[src/rtl/rv_pkg.sv]
// ============================================================================
// Module      : rv_pkg
// Description : Shared widths, write-back entry type and constants.
// Revision    : 1.0 - initial release
// ============================================================================
`default_nettype none

package rv_pkg;

    localparam int DWIDTH = 32;
    localparam int AWIDTH = 5;

    typedef struct packed {
        logic              valid;
        logic [AWIDTH-1:0] wa;
        logic [DWIDTH-1:0] wd;
    } wb_entry_t;

    localparam logic [AWIDTH-1:0] REG_ZERO = '0;

endpackage

`default_nettype wire

[src/rtl/rf_wb_match.sv]
// ============================================================================
// Module      : rf_wb_match
// Description : Youngest-match search of a lookup address over queued entries.
// Revision    : 1.0 - initial release
// ============================================================================
`default_nettype none

module rf_wb_match
    import rv_pkg::*;
#(
    parameter int DEPTH = 4,
    parameter int PTRW  = 2
) (
    input  wb_entry_t [DEPTH-1:0] i_entries,
    input  logic [PTRW-1:0]       i_rd_ptr,
    input  logic [AWIDTH-1:0]     i_ra,
    output logic                  o_hit,
    output logic [DWIDTH-1:0]     o_data
);

    logic [PTRW-1:0] w_idx;

    // Walk oldest to youngest starting at the head; a later match overrides.
    always_comb begin
        o_hit  = 1'b0;
        o_data = '0;
        w_idx  = '0;
        for (int i = 0; i < DEPTH; i++) begin
            w_idx = i_rd_ptr + PTRW'(i);
            if (i_entries[w_idx].valid && (i_entries[w_idx].wa == i_ra) &&
                (i_ra != REG_ZERO)) begin
                o_hit  = 1'b1;
                o_data = i_entries[w_idx].wd;
            end
        end
    end

endmodule

`default_nettype wire

[src/rtl/rf_wb_buffer.sv]
// ============================================================================
// Module      : rf_wb_buffer
// Description : In-order write-back queue feeding the register-file write
//               port, with two combinational bypass lookup ports.
// Revision    : 1.0 - initial release
// ============================================================================
`default_nettype none

module rf_wb_buffer #(
    parameter int DWIDTH = rv_pkg::DWIDTH,
    parameter int AWIDTH = rv_pkg::AWIDTH,
    parameter int DEPTH  = 4,
    parameter int PTRW   = 2
) (
    input  logic              CLK,
    input  logic              RSTn,
    input  logic              IN_VALID,
    output logic              IN_READY,
    input  logic [AWIDTH-1:0] IN_WA,
    input  logic [DWIDTH-1:0] IN_WD,
    input  logic              DRAIN_EN,
    output logic              RF_WE,
    output logic [AWIDTH-1:0] RF_WA,
    output logic [DWIDTH-1:0] RF_WD,
    input  logic [AWIDTH-1:0] LK_RA1,
    input  logic [AWIDTH-1:0] LK_RA2,
    output logic              LK_HIT1,
    output logic              LK_HIT2,
    output logic [DWIDTH-1:0] LK_D1,
    output logic [DWIDTH-1:0] LK_D2,
    output logic [PTRW:0]     COUNT,
    output logic              EMPTY,
    output logic              FULL
);

    import rv_pkg::*;

    localparam logic [PTRW:0] c_FULL_COUNT = (PTRW+1)'(DEPTH);

    wb_entry_t [DEPTH-1:0] r_entries;
    logic [PTRW-1:0]       r_wr_ptr;
    logic [PTRW-1:0]       r_rd_ptr;
    logic [PTRW:0]         r_count;

    wb_entry_t w_head;
    logic      w_empty;
    logic      w_full;
    logic      w_pop;
    logic      w_push;

    assign w_head  = r_entries[r_rd_ptr];
    assign w_empty = (r_count == '0);
    assign w_full  = (r_count == c_FULL_COUNT);
    assign w_pop   = !w_empty && DRAIN_EN;
    // x0 requests complete the handshake but never occupy an entry.
    assign w_push  = IN_VALID && IN_READY && (IN_WA != REG_ZERO);

    assign RF_WE    = w_pop;
    assign IN_READY = !w_full || w_pop;
    assign RF_WA    = w_empty ? '0 : w_head.wa;
    assign RF_WD    = w_empty ? '0 : w_head.wd;
    assign COUNT    = r_count;
    assign EMPTY    = w_empty;
    assign FULL     = w_full;

    // Push is applied after pop so a full-buffer push into the slot being
    // retired this cycle leaves it valid.
    always_ff @(posedge CLK or negedge RSTn) begin
        if (!RSTn) begin
            r_entries <= '0;
            r_wr_ptr  <= '0;
            r_rd_ptr  <= '0;
            r_count   <= '0;
        end else begin
            if (w_pop) begin
                r_entries[r_rd_ptr].valid <= 1'b0;
                r_rd_ptr                  <= r_rd_ptr + 1'b1;
            end
            if (w_push) begin
                r_entries[r_wr_ptr].valid <= 1'b1;
                r_entries[r_wr_ptr].wa    <= IN_WA;
                r_entries[r_wr_ptr].wd    <= IN_WD;
                r_wr_ptr                  <= r_wr_ptr + 1'b1;
            end
            case ({w_push, w_pop})
                2'b10:   r_count <= r_count + 1'b1;
                2'b01:   r_count <= r_count - 1'b1;
                default: r_count <= r_count;
            endcase
        end
    end

    rf_wb_match #(
        .DEPTH (DEPTH),
        .PTRW  (PTRW)
    ) u_match1 (
        .i_entries (r_entries),
        .i_rd_ptr  (r_rd_ptr),
        .i_ra      (LK_RA1),
        .o_hit     (LK_HIT1),
        .o_data    (LK_D1)
    );

    rf_wb_match #(
        .DEPTH (DEPTH),
        .PTRW  (PTRW)
    ) u_match2 (
        .i_entries (r_entries),
        .i_rd_ptr  (r_rd_ptr),
        .i_ra      (LK_RA2),
        .o_hit     (LK_HIT2),
        .o_data    (LK_D2)
    );

    a_count_bound: assert property (@(posedge CLK) disable iff (!RSTn)
        r_count <= c_FULL_COUNT);

endmodule

`default_nettype wire

[config.mk]
export PLATFORM = sky130hd
export DESIGN_NAME = rf_wb_buffer
export DESIGN_NICKNAME = d
export VERILOG_FILES = /design/src/rtl/rv_pkg.sv /design/src/rtl/rf_wb_match.sv /design/src/rtl/rf_wb_buffer.sv
export SDC_FILE = /design/constraint.sdc
export NUM_CORES = 1
export LEC_CHECK = 0
export ABC_AREA = 1
export BUFFER_PORTS_ARGS = -buffer_cell sky130_fd_sc_hd__buf_2
export CORE_MARGIN = 4
export CORE_UTILIZATION = 60
export CTS_CLUSTER_SIZE = 16
export DETAILED_ROUTE_END_ITERATION = 10
export MAX_ROUTING_LAYER = met4
export PLACE_DENSITY_LB_ADDON = 0.12
export RECOVER_POWER = 50
export REMOVE_ABC_BUFFERS = 1
export SLEW_MARGIN = 15
export SYNTH_ARGS = -nofsm -noshare
export SYNTH_HDL_FRONTEND = slang
export SYNTH_SLANG_ARGS = --single-unit
[constraint.sdc]
create_clock -name CLK -period 7.3 [get_ports CLK]
set_input_delay 0.73 -clock CLK [delete_from_list [all_inputs] [get_ports CLK]]
set_output_delay 0.73 -clock CLK [all_outputs]
set_load 0.01 [all_outputs]
==> impl_metrics.json <==
{
  "critPathMaxFanout": 81,
  "worstHoldPathType": "register to register",
  "vias_per_cell": 5.67,
  "firstDrtPassIters": 8,
  "grt_pass1_vias": 12900,
  "synth_top_family_by_area": "simple AND/OR/NAND/NOR gates",
  "leakagePower_nw": 8.23,
  "antenna_found_initial": 0,
  "rsz0062_at_grt": "false",
  "clk_latency_ns": 0.43,
  "synth_cells": 2115,
  "synth-simple-area-share_pct": 37.0,
  "seqPwrFrac_pct": 20.5,
  "post-dp-hpwl_um": 25400,
  "async_reset_ff_share_pct": 100,
  "worst_ir_drop_vdd_uv": 255,
  "utilization_pct": 66.1,
  "cts_made_buffers": 17,
  "coreArea_um2": 21800,
  "synth-adder-area-share_pct": 0.996,
  "vias": 14000,
  "cts_sinks": 159,
  "powerDensity_nw_per_um2": 569,
  "fin_cells": 2465,
  "drt_wl_total_um": 40900,
  "cap_violations": 6,
  "skew_ns": 0.0103,
  "cp_slowest_cell": "nand3_2",
  "fin_nets": 2233,
  "postRouteAntennaNets": 0,
  "cp-end-kind": "primary output",
  "synth_seq_cells": 159,
  "p_int_w": 0.00368,
  "dpl_cell_area_um2": 13900,
  "fin_crit_sh_pct": 86.3,
  "synth.avg_cell_area_um2": 6.29,
  "syn_area_um2": 13300,
  "routabilityCongestion": 0.953,
  "relSlewSlack_pct": -227,
  "slowest_delay_ns": 0.96,
  "cts_tree": "done",
  "comb_power_share_pct": 68.5,
  "io_pins": 161,
  "dieArea_um2": 24600,
  "cts.path.max_buffers": 2,
  "power_frac_clock_pct": 11.1,
  "cts_resized": 0,
  "p_sw_w": 0.00453,
  "crit_chain": "inv_4, ha_1, inv_4, nand3_1, nand3_1, nand2_1, nor2_2, buf_4, nand3_2, nand3_1, nand3_1, nand2_1, nand2_1, buf_2",
  "portBuffers": 160,
  "grt_start_max_net_pins": 91,
  "worstSetupPathType": "register to primary output",
  "drv_slew": 432,
  "drc_errors": 0,
  "synth_mux_area_share_pct": 7.52,
  "rows": 54,
  "p_sw_share_pct": 55.2,
  "fin_tns_setup_ns": 0,
  "drive_gt1_share_pct": 11.4,
  "wl_per_cell_um": 16.6,
  "dr.first_iter.drc_count": 1093,
  "cts_hold_buffers": 0,
  "worstMarginPinSlew_ns": 4.90,
  "die_h_um": 157,
  "synthDistinctLibCells": 33,
  "grt_overflow": 0,
  "cp.buffers_inverters": 4,
  "start_util_pct": 61.0,
  "die_w_um": 157,
  "finalHoldViolCount": 0,
  "grt_first_pass_wirelength_um": 65900,
  "grt_use_total_pct": 34.3,
  "violations": "capacitance limit, slew limit",
  "synth_edf_count": 0,
  "worst_setup_path_start_kind": "register",
  "area_delta_synth_final_pct": 8.35,
  "yosysWarnings": 0,
  "critPathTopFamily": "simple AND/OR/NAND/NOR gates",
  "setup_viol": 0,
  "fin_crit_ns": 6.30,
  "cts_max_level": 4,
  "synth_compound_area_share_pct": 13.0,
  "dp.cells": 2433,
  "synthXorXnorAreaFrac_pct": 0.526,
  "cp.required_ns": 6.57,
  "stdcell_area_um2": 14400,
  "fmax_ghz": 0.159,
  "status": "finished, violations left",
  "cts_root_buf": "clkbuf_16",
  "cp.arrival_ns": 5.57,
  "ys.flop_type": "dfrtp_1",
  "clkSlewWorstSetupHoldPaths_ns": 0.07,
  "antenna_cells": 0,
  "worst_path_most_repeated_cell": "nand3_1",
  "cts_setup_buffers": 0,
  "seq_area_frac_synth_pct": 29.9
}
cells in the mapped netlist (4+ instances only):
master / instances / share of area, %
o21ai_0: 253 / 9.5
dfrtp_1: 159 / 30
mux2i_1: 100 / 7.5
nor2_1: 280 / 7.9
nand3_1: 166 / 6.2
inv_1: 182 / 5.1
nand4_1: 31 / 1.5
xor2_1: 7 / 0.46
buf_1: 9 / 0.25
or2_2: 26 / 1.2
inv_2: 4 / 0.11
nand2_1: 674 / 19
buf_6: 8 / 0.68
o21a_1: 56 / 3.2
buf_4: 32 / 1.8
clkbuf_1: 40 / 1.1
buf_2: 50 / 1.9
ha_1: 9 / 0.85
o21ai_1: 4 / 0.15
path summary, 6_finish.rpt:
path,start,end,slack (ns),cells past startpoint
max in group asynchronous,RSTn,r_rd_ptr[0],2.30,2
worst min register to register,r_entries[128],r_entries[128],0.50,2
worst max register to register,COUNT[0],r_entries[23],2.87,7
worst max-delay path,r_rd_ptr[1],LK_D1[9],1.00,14
worst min-delay path,r_entries[128],r_entries[128],0.50,2
min in group asynchronous,RSTn,r_entries[32],2.06,1
sequential cells by signal, indices dropped and copies added, names as in the netlist:
name	flops
COUNT	3
r_entries	152
r_rd_ptr	2
r_wr_ptr	2
worst reg2reg max path, stage by stage (launching register included):
cell and delay [ns]:
dfrtp_1 0.45, nor3_1 0.27, nand2_1 0.10, nand3_1 0.15, inv_1 0.15, nand2_2 0.08
clkbuf_1 2.60, o21ai_0 0.35
logic make-up (layout without fill, tap and decap cells):
kind of cell	after synthesis	after routing
and+or+nand+nor	1195	1195
xor gates and xnor gates	8	8
muxes	100	100
AOI/OAI and AO/OA	317	317
adders and majority gates	10	10
buffers and inverters	326	396
DFF	159	159
area by class of cell:
class                      instances  area (um2)
clock buffer                      19         443
clock inverter                    13         145
fill                            2075        7400
inverter                         187         712
multi-input combinational       1630        7890
sequential                       159        3980
tap                              280         350
timing repair buffer             177         901
routing by layer:
| layer | global-route usage (%) | part of all wire [%] |
|---|---|---|
| met5 | - | 0 |
| met3 | 4.73 | 9.0 |
| met2 | 53.8 | 46 |
| met4 | 11.9 | 2.8 |
| met1 | 45.9 | 42 |
power groups by stage:
stage               sequential, W  clock (W)  combinational (W)
floorplan                 0.00167          0            0.00397
global placement          0.00165          0            0.00542
detailed placement        0.00167          0            0.00551
CTS                       0.00166   0.000915            0.00555
global route              0.00173   0.000956            0.00632
finish                    0.00168   0.000908            0.00562
stage by stage:
stage	total power, W	worst slack (ns)	hold slack (ns)
finish	0.00821	1.00	0.503
global route	0.00901	0.685	0.535
CTS	0.00812	1.19	0.399
detailed placement	0.00718	1.68	0.492
global placement	0.00707	1.82	0.483
floorplan	0.00564	-2.25	0.434
cell usage in the layout (no fill, tap or decap), drive strengths merged:
cell / n
bufinv: 1
nor3: 4
clkinvlp: 1
o21ai: 257
buf: 165
xnor2: 1
clkinv: 4
o2111ai: 1
ha: 9
nor2: 287
nand3: 168
a21oi: 3
nand2: 675
dfrtp: 159
nand4: 31
clkbuf: 31
inv: 194
xor2: 7
mux2i: 100
nor3b: 2
o21a: 56
fa: 1
or2: 28
(Power assumes the default switching activity.)
